==> src/rtl/register_file.sv <==
// register_file: DEPTH x WIDTH register file with one synchronous write port,
// two combinational read ports, an optional hardwired-zero entry 0, optional
// write-to-read bypass and a per-entry busy scoreboard for decode stalls.
module register_file #(
    parameter int WIDTH    = 16,
    parameter int DEPTH    = 16,
    parameter int ZERO_REG = 1,
    parameter int BYPASS   = 1,
    localparam int ADDR_W  = (DEPTH > 1) ? $clog2(DEPTH) : 1
) (
    input  logic              CLK,
    input  logic              reset,
    input  logic              reg_write,
    input  logic [ADDR_W-1:0] wr_addr,
    input  logic [WIDTH-1:0]  wr_data,
    input  logic              mark_busy,
    input  logic [ADDR_W-1:0] mark_addr,
    input  logic [ADDR_W-1:0] rd_addr_a,
    output logic [WIDTH-1:0]  rd_data_a,
    output logic              rd_busy_a,
    input  logic [ADDR_W-1:0] rd_addr_b,
    output logic [WIDTH-1:0]  rd_data_b,
    output logic              rd_busy_b
);

    // DEPTH widened by one bit so range checks work for non-power-of-two depths
    localparam logic [ADDR_W:0] DEPTH_W = (ADDR_W + 1)'(DEPTH);

    logic [WIDTH-1:0] regs_q [DEPTH];
    logic [WIDTH-1:0] regs_d [DEPTH];
    logic [DEPTH-1:0] busy_q;
    logic [DEPTH-1:0] busy_d;
    logic             wr_ok;
    logic             mark_ok;

    // An address holds real state only if in range and not the hardwired zero
    function automatic logic addr_live(input logic [ADDR_W-1:0] addr);
        logic in_range;
        logic is_zero;
        in_range = ({1'b0, addr} < DEPTH_W);
        is_zero  = (ZERO_REG != 0) && (addr == '0);
        return in_range && !is_zero;
    endfunction

    // Qualify write and mark requests; dropped ones never touch state
    always_comb begin
        wr_ok   = reg_write && addr_live(wr_addr);
        mark_ok = mark_busy && addr_live(mark_addr);
    end

    // Next-state for storage and scoreboard; a mark overrides a write's clear
    always_comb begin
        regs_d = regs_q;
        busy_d = busy_q;
        for (int i = 0; i < DEPTH; i++) begin
            if (wr_ok && (wr_addr == ADDR_W'(i))) begin
                regs_d[i] = wr_data;
                busy_d[i] = 1'b0;
            end
            if (mark_ok && (mark_addr == ADDR_W'(i))) begin
                busy_d[i] = 1'b1;
            end
        end
    end

    // State registers, cleared asynchronously by reset
    always_ff @(posedge CLK or posedge reset) begin
        if (reset) begin
            for (int i = 0; i < DEPTH; i++) begin
                regs_q[i] <= '0;
            end
            busy_q <= '0;
        end else begin
            regs_q <= regs_d;
            busy_q <= busy_d;
        end
    end

    // Read port A: zero while in reset or for dead addresses, bypass if enabled
    always_comb begin
        rd_data_a = '0;
        rd_busy_a = 1'b0;
        if (!reset && addr_live(rd_addr_a)) begin
            if ((BYPASS != 0) && wr_ok && (wr_addr == rd_addr_a)) begin
                rd_data_a = wr_data;
            end else begin
                for (int i = 0; i < DEPTH; i++) begin
                    if (rd_addr_a == ADDR_W'(i)) begin
                        rd_data_a = regs_q[i];
                        rd_busy_a = busy_q[i];
                    end
                end
            end
        end
    end

    // Read port B: identical behaviour to port A, fully independent
    always_comb begin
        rd_data_b = '0;
        rd_busy_b = 1'b0;
        if (!reset && addr_live(rd_addr_b)) begin
            if ((BYPASS != 0) && wr_ok && (wr_addr == rd_addr_b)) begin
                rd_data_b = wr_data;
            end else begin
                for (int i = 0; i < DEPTH; i++) begin
                    if (rd_addr_b == ADDR_W'(i)) begin
                        rd_data_b = regs_q[i];
                        rd_busy_b = busy_q[i];
                    end
                end
            end
        end
    end

endmodule

==> config.mk <==
export PLATFORM = sky130hd
export DESIGN_NAME = register_file
export DESIGN_NICKNAME = d
export VERILOG_FILES = /design/src/rtl/register_file.sv
export SDC_FILE = /design/constraint.sdc
export NUM_CORES = 1
export LEC_CHECK = 0
export ABC_AREA = 1
export ABC_CLOCK_PERIOD_IN_PS = 15500
export CORE_UTILIZATION = 25
export CTS_BUF_LIST = sky130_fd_sc_hd__clkbuf_4
export DETAILED_ROUTE_END_ITERATION = 10
export PLACE_DENSITY_LB_ADDON = 0.2
export SYNTH_ARGS = -nofsm -noshare
export SYNTH_HDL_FRONTEND = slang
export SYNTH_SLANG_ARGS = --single-unit
==> constraint.sdc <==
create_clock -name CLK -period 15.5 [get_ports CLK]
set_clock_uncertainty 0.2 [all_clocks]
set_input_delay 3.1 -clock CLK [delete_from_list [all_inputs] [get_ports CLK]]
set_output_delay 3.1 -clock CLK [all_outputs]
set_load 0.01 [all_outputs]
==> metrics <==
cell with the most instances after synthesis nand2_1; Hold Path Class flop to flop; largest net degree at the start of global routing 100; CP cell instances clkdlybuf4s50_1 > inv_1 > nor2_1 > inv_1 > nor2_2 > inv_1 > o21ai_0 > inv_1 > nand4_1 > nand2_1 > nand4_1 > nand2_1 > inv_1 > clkdlybuf4s50_1; most frequent cells after synthesis 667 x nand2_1, 336 x o21ai_0, 275 x inv_1, 272 x dfrtp_1, 213 x nor2_1; slowest CP cell nor2_2; Iter 0 DRT Violations 1579; outcome completed; synthesized area per cell 6.95 µm²; TNS Setup 0 ps; Finished Layout Cells 3050; num rows 88; global-route usage over all layers 21.0%; nets 2254; CTS resizes 0; Worst Tran Pin Value 1180 ps; WL/cell 20.6 µm; CP arrival 6590 ps; initial antenna violation count 2; hold slack 182 ps; hold violation count in the final report 0; slowest cell delay on critical path 890 ps; first-pass GRT wire length 93.6 mm; Post-synth EDFFs 0; CTS Buffer Depth 3; post-layout instance area 17400 µm²; RSZ-0062 raised after global routing no; metal3 WL 4.34 mm; Post-Syn Instances 2135; Placed Area 16400 µm²; port bufs 69; max-cap check violation count 0; vias per cell 4.86; CTS tree built; total grt overflow 0; final worst path period need 9890 ps; via count 14800; die area 60300 µm²; Design Power 2.08 mW; CP Capture Type primary output; yosys warns 0; fin crit share 63.8%; WP buf/inv 7; Peak Freq 101 MHz; IO Count 70; crit-path most repeated cell inv_1; Worst Setup Start Kind input port; post-synth top area share 45.9%; Crit path max-delay family buffers and inverters; met2 WL 27.0 mm; CP Class input port to primary output; total wire length 62.9 mm; sequential fraction of the synthesis area 45.9%; critical-path maximum fanout 15; CTS Root Cell clkbuf_4; Top FF cell, synth dfrtp_1; Post-CTS Setup Bufs 0; Post-Place Cells 2900; Syn-to-layout area delta 17.4%; #FFs+latches synth 272; cts bufs inserted 81; WL met1 29.0 mm; DP HPWL 44.7 mm; die height 246 µm; layout cell share with drive strength beyond 1 8.68%; largest area contributor in the netlist dfrtp_1; hold_buf cts 0; Syn Nets 2171; P_leak 7.85 nW; core area 58100 µm²; vias in the first global route 14100; clk sinks 272; Async SR Flop Fraction 100%; Clock Latency Late Sink 830 ps; Netlist cell types 31; # DRC 0; chip width 246 µm; Routed Antenna Nets 0; final setup fails 0; synthesized area 14800 µm²; pwr dens 119 nW/µm²; final count of pins violating max slew 0; drt pass-1 iters 5; gp weighted congestion 0.955; top post-synthesis cells by area dfrtp_1 46%, nand2_1 17%, o21ai_0 11%, inv_1 7.0%, nor2_1 5.4%; Worst-path clk slew 60 ps; Peak VDD IR 0.0584 mV; Crit path required time 12200 ps; starting density of the core 25.5%; uppermost routed layer met4; worst rel slew slack 21.3%; H-Tree Depth 3
[placed cells by master (no fill, tap or decap), drive strengths merged]
cell type,instances
xor2,8
o32ai,1
inv,284
o21ai,341
a21oi,56
a32o,4
buf,42
diode,5
nand3,33
nor3,11
nand2,668
clkinv,34
nand4,90
or2,8
nor4,2
clkinvlp,1
clkdlybuf4s50,69
a22o,2
dfrtp,272
o22ai,9
nor2,224
o2111ai,1
bufinv,2
clkbuf,111
o211ai,7
[cell type report]
class / count / area, µm²
Fill cell: 6427 / 40700
Sequential cell: 272 / 6810
Multi-Input combinational cell: 1465 / 6520
Inverter: 287 / 1080
Timing Repair Buffer: 111 / 1010
Tap cell: 765 / 957
Clock buffer: 111 / 833
Clock inverter: 34 / 201
Antenna cell: 5 / 12.5
[power breakdown]
part / total (mW) / internal [mW] / switching (mW)
Combinational: 0.394 / 0.129 / 0.265
Clock: 0.724 / 0.367 / 0.356
Sequential: 0.959 / 0.860 / 0.0986
Total: 2.08 / 1.36 / 0.720
[routing by layer]
metal	up-vias	global-route usage (%)
li1	6975	-
met1	7134	29.7
met2	567	30.9
met3	138	3.99
met4	0	9.24
met5	-	0
[state kept, by name (all words and copies together), names as in the netlist]
| signal | count |
|---|---|
| regs_q | 256 |
| busy_q | 16 |
[stage by stage]
stage               setup slack (ps)  utilization, %
finish                          5610            30.0
global route                    5490            30.0
CTS                             5680            29.9
detailed placement              5700            28.2
global placement                5630            28.2
floorplan                       4700               -
[path summary, 6_finish.rpt]
path | startpoint | to | slack (ps) | cells past startpoint
max | rd_addr_a[3] | rd_data_a[3] | 5610 | 14
min | busy_q[0] | busy_q[0] | 180 | 0
max reg2reg | busy_q[2] | busy_q[2] | 14530 | 1
min reg2reg | busy_q[0] | busy_q[0] | 180 | 0
max in group asynchronous | reset | regs_q[60] | 10170 | 4
min in group asynchronous | reset | regs_q[195] | 2620 | 2
[kinds of logic (layout without fill, tap and decap cells)]
family / after synthesis / after routing / synth area share, %
other cells: 0 / 5 / 0
compound gates: 421 / 421 / 14.6
flops: 272 / 272 / 45.9
buf+inv: 398 / 543 / 10.4
xor+xnor: 8 / 8 / 0.472
simple gates: 1036 / 1036 / 28.6
Power figures use the tool's default switching activity.
